[src/rtl/hamming_stream_decoder.sv]
// hamming_stream_decoder
//   Two-stage pipelined Hamming (2^R-1, 2^R-R-1) decoder/corrector on a
//   valid/ready stream, with saturating error statistics for the host.
//
//   Codeword layout: position p (1..N) is in_cw[N-p]. Power-of-two positions
//   carry even parity. The remaining positions carry data in ascending
//   position order, MSB first.
//
//   Optional build macro HAMMING_SECDED_EN: in_cw gains an overall even-parity
//   bit at in_cw[N]. Double errors are then flagged on out_uncorr instead of
//   being miscorrected. Without the macro, out_uncorr and uncorr_count are
//   constant 0.
//
//   Handshake: a word moves across an interface on a rising edge where both
//   valid and ready are high. A held output (out_valid & !out_ready) keeps
//   every out_* field stable. in_ready is combinational from pipeline
//   occupancy and out_ready.
//
// Ports
//   clk, rst            rising-edge clock, asynchronous active-high reset
//   in_valid/in_ready   input stream handshake
//   in_cw [CW]          codeword (CW = N, or N+1 in SECDED builds)
//   out_valid/out_ready output stream handshake
//   out_data [K]        corrected data word
//   out_corr            a single-bit error was corrected
//   out_uncorr          uncorrectable error (SECDED builds only)
//   out_syn [R]         raw syndrome of the received word
//   clear_counts        synchronous clear of both counters (wins over increment)
//   corr_count,
//   uncorr_count [CNT_W] saturating per-word error counts
module hamming_stream_decoder #(
   parameter int R     = 4,
   parameter int CNT_W = 16,
   localparam int N    = (1 << R) - 1,
   localparam int K    = N - R,
`ifdef HAMMING_SECDED_EN
   localparam int CW   = N + 1
`else
   localparam int CW   = N
`endif
) (
   input  logic             clk,
   input  logic             rst,
   input  logic             in_valid,
   output logic             in_ready,
   input  logic [CW-1:0]    in_cw,
   output logic             out_valid,
   input  logic             out_ready,
   output logic [K-1:0]     out_data,
   output logic             out_corr,
   output logic             out_uncorr,
   output logic [R-1:0]     out_syn,
   input  logic             clear_counts,
   output logic [CNT_W-1:0] corr_count,
   output logic [CNT_W-1:0] uncorr_count
);

   if (R < 3 || R > 6) begin : g_bad_r
      $error("hamming_stream_decoder: R must be in 3..6");
   end

   logic             s1_valid, s2_valid;
   logic             adv1, adv2;
   logic [N-1:0]     s1_cw;
   logic [R-1:0]     s1_syn, in_syn;
   logic             flip, corr_n;
   logic [N-1:0]     fixed_cw;
   logic [K-1:0]     data_n;
   logic             out_fire;

   assign adv2      = !s2_valid || out_ready;
   assign adv1      = !s1_valid || adv2;
   assign in_ready  = adv1;
   assign out_valid = s2_valid;
   assign out_fire  = s2_valid && out_ready;

   // Syndrome: XOR of the position numbers of every set bit.
   always_comb begin
      in_syn = '0;
      for (int p = 1; p <= N; p++) begin
         if (in_cw[N-p]) in_syn = in_syn ^ p[R-1:0];
      end
   end

`ifdef HAMMING_SECDED_EN
   logic s1_par;
   logic uncorr_n;
   logic s2_uncorr;

   // Overall parity decides single vs. double error; S=0 with P=1 means the
   // overall bit itself flipped, so data needs no change.
   always_comb begin
      corr_n   = 1'b0;
      uncorr_n = 1'b0;
      flip     = 1'b0;
      if (s1_par) begin
         corr_n = 1'b1;
         flip   = (s1_syn != '0);
      end else if (s1_syn != '0) begin
         uncorr_n = 1'b1;
      end
   end

   assign out_uncorr = s2_uncorr;
`else
   // Without the overall bit every nonzero syndrome is taken as one error.
   always_comb begin
      corr_n = (s1_syn != '0);
      flip   = corr_n;
   end

   assign out_uncorr = 1'b0;
`endif

   // Correct the flagged position, then gather the non-parity positions.
   always_comb begin
      int j;
      fixed_cw = s1_cw;
      for (int p = 1; p <= N; p++) begin
         if (flip && (s1_syn == p[R-1:0])) fixed_cw[N-p] = ~s1_cw[N-p];
      end
      data_n = '0;
      j      = K - 1;
      for (int p = 1; p <= N; p++) begin
         if ((p & (p - 1)) != 0) begin
            data_n[j] = fixed_cw[N-p];
            j         = j - 1;
         end
      end
   end

   // Stage 1: codeword and syndrome. in_cw is only captured on a real
   // transfer so an idle (possibly X) bus never reaches state.
   always_ff @(posedge clk or posedge rst) begin
      if (rst) begin
         s1_valid <= 1'b0;
         s1_cw    <= '0;
         s1_syn   <= '0;
`ifdef HAMMING_SECDED_EN
         s1_par   <= 1'b0;
`endif
      end else if (adv1) begin
         s1_valid <= in_valid;
         if (in_valid) begin
            s1_cw  <= in_cw[N-1:0];
            s1_syn <= in_syn;
`ifdef HAMMING_SECDED_EN
            s1_par <= ^in_cw;
`endif
         end
      end
   end

   // Stage 2: decoded word and flags; holds while stalled.
   always_ff @(posedge clk or posedge rst) begin
      if (rst) begin
         s2_valid  <= 1'b0;
         out_data  <= '0;
         out_corr  <= 1'b0;
         out_syn   <= '0;
`ifdef HAMMING_SECDED_EN
         s2_uncorr <= 1'b0;
`endif
      end else if (adv2) begin
         s2_valid <= s1_valid;
         if (s1_valid) begin
            out_data  <= data_n;
            out_corr  <= corr_n;
            out_syn   <= s1_syn;
`ifdef HAMMING_SECDED_EN
            s2_uncorr <= uncorr_n;
`endif
         end
      end
   end

   // Statistics count delivered words only; clear has priority.
   always_ff @(posedge clk or posedge rst) begin
      if (rst) begin
         corr_count   <= '0;
         uncorr_count <= '0;
      end else if (clear_counts) begin
         corr_count   <= '0;
         uncorr_count <= '0;
      end else if (out_fire) begin
         if (out_corr && (corr_count != {CNT_W{1'b1}}))
            corr_count <= corr_count + 1'b1;
         if (out_uncorr && (uncorr_count != {CNT_W{1'b1}}))
            uncorr_count <= uncorr_count + 1'b1;
      end
   end

endmodule

[config.mk]
export PLATFORM = sky130hd
export DESIGN_NAME = hamming_stream_decoder
export DESIGN_NICKNAME = d
export VERILOG_FILES = /design/src/rtl/hamming_stream_decoder.sv
export SDC_FILE = /design/constraint.sdc
export NUM_CORES = 1
export LEC_CHECK = 0
export BUFFER_PORTS_ARGS = -buffer_cell sky130_fd_sc_hd__buf_2
export CAP_MARGIN = 10
export CORE_MARGIN = 10
export CORE_UTILIZATION = 50
export CTS_BUF_LIST = sky130_fd_sc_hd__clkbuf_16
export DETAILED_ROUTE_END_ITERATION = 6
export PLACE_DENSITY = 0.77
export SLEW_MARGIN = 25
export SYNTH_ARGS = -nofsm -noshare
export SYNTH_HDL_FRONTEND = slang
export SYNTH_SLANG_ARGS = --single-unit
export TNS_END_PERCENT = 50
[constraint.sdc]
create_clock -name clk -period 2.2 [get_ports clk]
set_input_delay 0.11 -clock clk [delete_from_list [all_inputs] [get_ports clk]]
set_output_delay 0.11 -clock clk [all_outputs]
set_load 0.01 [all_outputs]
==> reports/metrics.cfg <==
[timing]
fin_skew_ns = 0.007068
hold_viol = 0
setup_viol = 0
maxSlewHeadroom = 0.5398
fin_crit_sh = 0.7942
rsz0062_at_grt = false
tns_ns = 0
fin_crit_ns = 1.747
worst_pin_slew_ns = 0.6886
fmax_ghz = 0.5723
drv_slew = 0

[yosys]
yosysTopAreaCellShare = 0.4734
netlist_instances = 257
synth.distinct_cells = 31
synth.area.mux_share = 0.06908
synth_top_cell_by_area = dfrtp_1
synth_area_mm2 = 0.002590
synthXorXnorAreaFrac = 0.1184
yosys.area_share.adder = 0.004831
synth_compound_area_frac = 0.09082
yosysWarnings = 0
syn-mean-instance-area_um2 = 10.08
synth-seq-cells = 49
synth_area_leaders = dfrtp_1 (47%), xnor2_1 (7.8%), mux2_2 (6.5%)
synth_top_family_by_area = simple AND/OR/NAND/NOR gates
synth-simple-area-share = 0.1797
ys_seq_area_frac = 0.4734

[grt]
grt_max_degree = 27
antenna_found_initial = 0
grt_pass1_vias = 2070
grt_pass1_wl_um = 9770
gr-total-overflow = 0
track_usage = 0.1393

[worst_setup_path]
crit_type = register to register
r2r_start = corr_count[0]
cp_max_fo = 11
critPathRequiredTime_ns = 2.42
r2r-end = corr_count[5]
startpoint_type = register
critPathArrivalTime_ns = 1.96
r2r_slack_ns = 0.45
endpoint = corr_count[5]
critPathCaptureType = register
crit_path_start = corr_count[0]
reg2reg_depth = 6

[clock_tree]
cts_resized = 0
cts_buffers = 5
cts_buffer_depth = 2
cts_tree = yes
cts.htree.levels = 2
ctsHoldBuffers = 1
clock_latency_ns = 0.29
clkSinkCount = 49
root_buffer = clkbuf_16
clk_pin_slew_worst_paths_ns = 0.07
cts_setup_buffers = 0

[outcome]
run_status = completed

[min_path]
worstHoldStart = in_valid
hp-class = input port to register

[cells_and_area]
multi_input_comb_area_mm2 = 0.001262
final_common_cell = buf_2
fin_util = 0.5989
fin_nets = 337
most-common-layout-cells = buf_2 (53), dfrtp_1 (49), nand2_1 (28)
diodes = 0
design_area_mm2 = 0.003039
area_growth_pct = 17.34
n_fill_cell = 451
drive_above_1_share = 0.2713
seq_area_mm2 = 0.001226

[route]
dr.first_iter.drc_count = 112
postRouteWirelength_um = 5738
vias_per_cell = 5.243
drcViolationCount = 0
firstDrtPassIters = 4
ant_nets = 0
vias = 2029
wl_per_cell_um = 14.83

[power]
ir_drop_uv = 663.7
leakage_nw = 1.367
powerDensity_mw_per_mm2 = 837.1

[floorplan]
ios = 71
die_x_um = 91.97
die_area_mm2 = 0.008458
num_rows = 26
start_util = 0.5104
core-area_mm2 = 0.005075
die_h_um = 91.97

[placement]
place_hpwl_um = 4481
place_area_mm2 = 0.002887
portBuffers = 53
gp_congestion = 0.8629

[run]
cap_violations = 0

-- how the worst min path moves through the flow --
stage                           endpoint  depth (start not counted)  slack [ns]
after floorplan           corr_count[11]                          1        0.17
after global placement    corr_count[14]                          2        0.20
after detailed placement     out_data[5]                          2        0.20
after CTS                       s1_valid                          2        0.03
after global routing            s1_valid                          2        0.05
final                           s1_valid                          2        0.04
-- layer usage --
metal | share of wire | GRT usage
met1 | 0.45 | 0.1700
met2 | 0.46 | 0.2182
met3 | 0.069 | 0.05542
met4 | 0.017 | 0.04884
met5 | 0 | 0
-- registers in the layout, indices dropped and copies added (netlist names) --
register / flops
corr_count: 16
out_data: 11
s1_cw: 11
out_syn: 4
s1_syn: 4
out_corr: 1
out_valid: 1
s1_valid: 1
-- final cells by class --
| type | instances | area share |
|---|---|---|
| flip-flops and latches | 49 | 0.4035 |
| repair buffers | 58 | 0.1005 |
| clock inverters | 3 | 0.005764 |
| clock buffers | 5 | 0.04117 |
| inverters | 4 | 0.004940 |
| well taps | 70 | 0.02882 |
| multi-input cells | 198 | 0.4154 |
-- report_power, final --
part / internal [W] / total (W) / switching (W)
Combinational: 0.000280 / 0.000601 / 0.000321
Sequential: 0.00106 / 0.00120 / 0.000141
Clock: 0.000417 / 0.000743 / 0.000326
-- stage by stage --
stage	power, W	hold WS (ns)	worst slack [ns]	std cells
4_1_cts	0.002570	0.03212	0.4498	387
2_1_floorplan	0.001601	0.1731	0.5059	273
5_1_grt	0.002700	0.04578	0.2289	387
3_5_place_dp	0.001826	0.1997	0.4674	378
6_report	0.002544	0.03507	0.4528	387
3_3_place_gp	0.001802	0.1991	0.5395	378
-- critical path, cell delays in order, from the launching register on --
cell	delay (ns)
dfrtp_1	0.42
ha_1	0.25
nand3_1	0.15
nor4_1	0.06
buf_4	0.17
or4_1	0.48
a21oi_1	0.16
-- synthesized netlist by cell type --
master	count
clkbuf_1	5
or2_2	4
nand2_1	28
and4_1	3
buf_4	17
and2_1	1
inv_1	4
or3_1	8
nand4b_1	1
xor2_1	12
a21oi_1	12
o31ai_1	5
nand2b_1	7
nand4_1	5
nand4_2	1
mux2_2	15
o2111ai_1	1
conb_1	1
and3_1	4
nand3b_1	1
ha_1	1
or4_1	5
mux2i_1	1
o21ai_0	24
o311ai_1	1
nor3_1	3
dfrtp_1	49
xnor2_1	23
nor4_1	4
nor2_1	7
nand3_1	4
-- kinds of logic (layout without fill, tap and decap cells) --
kind of cell / after synthesis / count (layout)
other: 1 / 17
muxes: 16 / 16
buffers and inverters: 26 / 70
adders and majority gates: 1 / 1
AOI/OAI and AO/OA: 43 / 43
and+or+nand+nor: 86 / 86
DFF: 49 / 49
xor gates and xnor gates: 35 / 35
(Power assumes the default switching activity.)
